[config.mk]
export PLATFORM = sky130hd
export DESIGN_NAME = byte_p2s_flat
export DESIGN_NICKNAME = d
export VERILOG_FILES = /design/src/rtl/byte_p2s_if.sv /design/src/rtl/byte_p2s.sv /design/src/flat_wrapper.sv
export SDC_FILE = /design/constraint.sdc
export NUM_CORES = 1
export LEC_CHECK = 0
export BUFFER_PORTS_ARGS = -buffer_cell sky130_fd_sc_hd__buf_4
export CAP_MARGIN = 20
export CORE_ASPECT_RATIO = 0.8
export CORE_UTILIZATION = 56
export DETAILED_ROUTE_END_ITERATION = 16
export GPL_TIMING_DRIVEN = 0
export HOLD_SLACK_MARGIN = 0.05
export MAX_ROUTING_LAYER = met4
export PLACE_DENSITY_LB_ADDON = 0.2
export SYNTH_ARGS = -nofsm -noshare
export SYNTH_HDL_FRONTEND = slang
export SYNTH_SLANG_ARGS = --single-unit
[constraint.sdc]
create_clock -name clk -period 3.5 [get_ports clk]
set_input_delay 1.05 -clock clk [delete_from_list [all_inputs] [get_ports clk]]
set_output_delay 1.05 -clock clk [all_outputs]
set_load 0.01 [all_outputs]
[src/rtl/byte_p2s_if.sv]
// Byte source / bit sink signals of the TX byte serializer.
// The master side drives bytes and the bit-rate strobe. The slave side is the serializer.
interface byte_p2s_if;
    logic       start;
    logic [7:0] data_in;
    logic       data_in_valid;
    logic       data_in_ready;
    logic       bit_en;
    logic       serial_out;
    logic       serial_en;
    logic       byte_done;
    logic       underrun;
    logic       busy;

    modport master (
        output start, data_in, data_in_valid, bit_en,
        input  data_in_ready, serial_out, serial_en, byte_done, underrun, busy
    );

    modport slave (
        input  start, data_in, data_in_valid, bit_en,
        output data_in_ready, serial_out, serial_en, byte_done, underrun, busy
    );
endinterface

[src/rtl/byte_p2s.sv]
// TX byte serializer: holding register plus 8-bit shift register, MSB first,
// with one output bit per bit_en strobe.
module byte_p2s (
    input  logic       clk,
    input  logic       rst,
    byte_p2s_if.slave  bus
);
    typedef enum logic {IDLE, SHIFT} state_e;

    state_e     state_q, state_d;
    logic [7:0] hold_q, hold_d;
    logic       hold_full_q, hold_full_d;
    logic [7:0] shreg_q, shreg_d;
    logic [2:0] bitcnt_q, bitcnt_d;
    logic       sent_any_q, sent_any_d;
    logic       sout_q, sout_d;
    logic       sen_q, sen_d;
    logic       done_q, done_d;
    logic       under_q, under_d;
    logic       ready;

    assign ready              = bus.start & ~rst & ~hold_full_q;
    assign bus.data_in_ready  = ready;
    assign bus.serial_out     = sout_q;
    assign bus.serial_en      = sen_q;
    assign bus.byte_done      = done_q;
    assign bus.underrun       = under_q;
    assign bus.busy           = (state_q == SHIFT) | hold_full_q;

    always_comb begin
        state_d     = state_q;
        hold_d      = hold_q;
        hold_full_d = hold_full_q;
        shreg_d     = shreg_q;
        bitcnt_d    = bitcnt_q;
        sent_any_d  = sent_any_q;
        sout_d      = sout_q;
        sen_d       = 1'b0;
        done_d      = 1'b0;
        under_d     = under_q;

        if (!bus.start) begin
            state_d     = IDLE;
            hold_d      = '0;
            hold_full_d = 1'b0;
            shreg_d     = '0;
            bitcnt_d    = '0;
            sent_any_d  = 1'b0;
            sout_d      = 1'b0;
            under_d     = 1'b0;
        end else begin
            // Accepting needs an empty hold and reloading needs a full one, so the two never collide.
            if (bus.data_in_valid && ready) begin
                hold_d      = bus.data_in;
                hold_full_d = 1'b1;
            end

            case (state_q)
                IDLE: begin
                    if (hold_full_q) begin
                        shreg_d     = hold_q;
                        hold_full_d = 1'b0;
                        bitcnt_d    = '0;
                        state_d     = SHIFT;
                    end else if (bus.bit_en && sent_any_q) begin
                        under_d = 1'b1;
                    end
                end
                SHIFT: begin
                    if (bus.bit_en) begin
                        sout_d   = shreg_q[7];
                        shreg_d  = {shreg_q[6:0], 1'b0};
                        bitcnt_d = bitcnt_q + 3'd1;
                        sen_d    = 1'b1;
                        if (bitcnt_q == 3'd7) begin
                            done_d     = 1'b1;
                            sent_any_d = 1'b1;
                            if (hold_full_q) begin
                                shreg_d     = hold_q;
                                hold_full_d = 1'b0;
                            end else begin
                                state_d = IDLE;
                            end
                        end
                    end
                end
            endcase
        end
    end

    always_ff @(posedge clk) begin
        if (rst) begin
            state_q     <= IDLE;
            hold_q      <= '0;
            hold_full_q <= 1'b0;
            shreg_q     <= '0;
            bitcnt_q    <= '0;
            sent_any_q  <= 1'b0;
            sout_q      <= 1'b0;
            sen_q       <= 1'b0;
            done_q      <= 1'b0;
            under_q     <= 1'b0;
        end else begin
            state_q     <= state_d;
            hold_q      <= hold_d;
            hold_full_q <= hold_full_d;
            shreg_q     <= shreg_d;
            bitcnt_q    <= bitcnt_d;
            sent_any_q  <= sent_any_d;
            sout_q      <= sout_d;
            sen_q       <= sen_d;
            done_q      <= done_d;
            under_q     <= under_d;
        end
    end
endmodule

[src/flat_wrapper.sv]
// flat-port wrapper written by rule: the top's interface ports become plain ports
module byte_p2s_flat 
  (clk, rst, bus_start, bus_data_in, bus_data_in_valid, bus_bit_en, bus_data_in_ready, bus_serial_out, bus_serial_en, bus_byte_done, bus_underrun, bus_busy);
  byte_p2s_if bus_i ();
  input  logic clk;
  input  logic rst;
  input wire logic [$bits(bus_i.start)-1:0] bus_start;
  input wire logic [$bits(bus_i.data_in)-1:0] bus_data_in;
  input wire logic [$bits(bus_i.data_in_valid)-1:0] bus_data_in_valid;
  input wire logic [$bits(bus_i.bit_en)-1:0] bus_bit_en;
  output wire logic [$bits(bus_i.data_in_ready)-1:0] bus_data_in_ready;
  output wire logic [$bits(bus_i.serial_out)-1:0] bus_serial_out;
  output wire logic [$bits(bus_i.serial_en)-1:0] bus_serial_en;
  output wire logic [$bits(bus_i.byte_done)-1:0] bus_byte_done;
  output wire logic [$bits(bus_i.underrun)-1:0] bus_underrun;
  output wire logic [$bits(bus_i.busy)-1:0] bus_busy;
  assign bus_i.start = bus_start;
  assign bus_i.data_in = bus_data_in;
  assign bus_i.data_in_valid = bus_data_in_valid;
  assign bus_i.bit_en = bus_bit_en;
  assign bus_data_in_ready = bus_i.data_in_ready;
  assign bus_serial_out = bus_i.serial_out;
  assign bus_serial_en = bus_i.serial_en;
  assign bus_byte_done = bus_i.byte_done;
  assign bus_underrun = bus_i.underrun;
  assign bus_busy = bus_i.busy;
  byte_p2s u_core (.clk(clk), .rst(rst), .bus(bus_i));
endmodule
==> flow_summary.ini <==
[worst_setup_path]
setup.worst_path.class = input pin to output port
critPathLaunchType = input pin
path_max_fanout = 10
crit_arrival_ns = 2.12
end_kind = output port
cp.required_ns = 2.45

[cells_and_area]
area_growth_pct = 20.9
drive_gt1_frac = 0.197
utilization = 0.744
mostFrequentLayoutCell = dfxtp_1
final_cell_mix = dfxtp_1 (26), nand2_1 (20), nor2_1 (19), buf_4 (18), a21oi_1 (11)
n_antenna_cell = 0
fin_area_um2 = 1250
layout.nets = 153
fillCellCount = 134
finalNonFillerCells = 159

[cts]
cts_resized = 0
numCtsBuffers = 3
cts_tree = yes
cts-root-buf = clkbuf_4
clock_latency_ns = 0.33
cts.sinks = 26
postCtsSetupRepairBufs = 0
cts.htree.levels = 1
postCtsHoldBufs = 0
clk_path_buf_depth = 2
clk_pin_slew_ns = 0.14

[sta]
fin_worst_skew_ns = 0.00945
setup_viol = 0
post-route-period-util = 0.904
min_period_ns = 3.17
layout_setup_ws_ns = 0.334
rsz0062_at_grt = no
totalNegativeSetupSlack_ns = 0
fmax_ghz = 0.316
whs_ns = 0.464
relSlewSlack = 0.710
report.final.slew_viol_count = 0
hold_violations = 0
tightest_slew_ns = 0.435

[pwr]
vdd.ir_drop.worst_v = 0.000459
leakage_nw = 0.483
finalPower_uw = 556
p_per_area_nw_per_um2 = 446

[detailed_routing]
ant_nets = 0
viasPerCell = 5.21
drt_iter0_markers = 18
wl_met1_um = 895
wl_met3_um = 80
dr_total_vias = 828
route.met2.wl_um = 875
top_layer = met4
first_pass_iters = 4
routedWlPerCell_um = 11.7
drt-total-wl_mm = 1.86
drcViolationCount = 0

[synth]
synthesis.nets = 130
muxShareOfSynthArea = 0.0983
synth_xor_area_frac = 0
synth_compound_area_frac = 0.152
avgSynthCellArea_um2 = 8.97
yosys.area_share.simple = 0.172
synth_seq_cells = 26
synth_cells = 115
synthAdderAreaFrac = 0.0243
ys_seq_area_frac = 0.505
ys_types = 20
synth_top_family_by_area = simple AND/OR/NAND/NOR gates
yosys_warnings = 0
synth.cell_area_um2 = 1030

[min_path]
hp-class = register to register

[job]
max_cap_violations = 0

[placement]
dpl.cell_count = 155
pre_cts_slack_ns = 0.343
place_congestion = 0.785
dpl-instance-area_um2 = 1190
dp_hpwl_mm = 1.40
port-buffer-count = 18

[floorplanning]
rows = 13
initial_core_util = 0.615
die_w_um = 50.0
coreArea_um2 = 1680
num_io_pins = 19
fp.dieH_um = 40.4
fp.dieArea_um2 = 2020

[global_route]
track_usage = 0.209
grt_pass1_vias = 679
grt_max_degree = 16
overflow = 0
grt_pass1_wl_mm = 2.84
antenna_found_initial = 0

[status]
status = complete, no violations
==> final timing paths <==
check	from	end	slack [ns]	depth (start not counted)
min reg2reg	u_core.hold_q[0]	u_core.hold_q[0]	0.46	2
max reg2reg	u_core.bitcnt_q[0]	u_core.shreg_q[4]	2.00	6
max	bus_start	bus_data_in_ready	0.33	6
min	u_core.hold_q[0]	u_core.hold_q[0]	0.46	2
==> report_power, final <==
group	total [mW]	switching (mW)	leakage [nW]	internal (mW)
Combinational	0.0464	0.0243	0.245	0.0221
Sequential	0.305	0.00339	0.211	0.302
Clock	0.204	0.0882	0.0279	0.116
Total	0.556	0.116	0.483	0.440
==> worst max-delay path: stages <==
cell      delay (ns)
buf_4           0.11
nand2b_1        0.05
clkbuf_1        0.27
clkbuf_1        0.40
nor2_1          0.08
buf_4           0.15
==> metal layers <==
metal	track usage	vias to the layer above
met5	-	-
met4	0.0429	0
met3	0.0795	2
met2	0.361	19
met1	0.237	374
li1	-	433
==> flip-flops by register name, indices dropped and copies added, names as in the netlist <==
signal                 count
u_core.bus.serial_out      1
u_core.state_q             1
u_core.bus.underrun        1
u_core.bitcnt_q            3
u_core.bus.serial_en       1
u_core.hold_q              8
u_core.hold_full_q         1
u_core.bus.byte_done       1
u_core.shreg_q             8
u_core.sent_any_q          1
==> cells in the mapped netlist, drive strengths merged <==
library cell	instances	area share
clkbuf	5	0.018
a21boi	2	0.018
nor2b	1	0.0061
mux2i	9	0.087
nor2	19	0.069
ha	2	0.024
nand2	20	0.073
a2bb2oi	1	0.0085
nand2b	2	0.012
mux2	1	0.011
a22oi	2	0.015
and2	2	0.012
a211oi	7	0.051
a31oi	1	0.0061
buf	3	0.027
inv	1	0.0036
a21oi	11	0.053
dfxtp	26	0.50
==> cell families after synthesis <==
kind of cell	after synthesis
AO/OA/AOI/OAI	24
multiplexers	10
AND/OR/NAND/NOR	44
buffers and inverters	9
adder cells (fa/ha/maj)	2
flip-flops	26
==> cell type report <==
class	instances	area (um^2)	share of cell area
clock inverters	1	30.0	0.0241
clock buffers	3	22.5	0.0181
plain buffers	8	46.3	0.0371
well taps	22	27.5	0.0221
flip-flops and latches	26	520	0.418
multi-input cells	80	460	0.369
repair buffers	18	135	0.108
inverters	1	3.75	0.00301
Note: power is estimated with default switching activity, not from simulation.
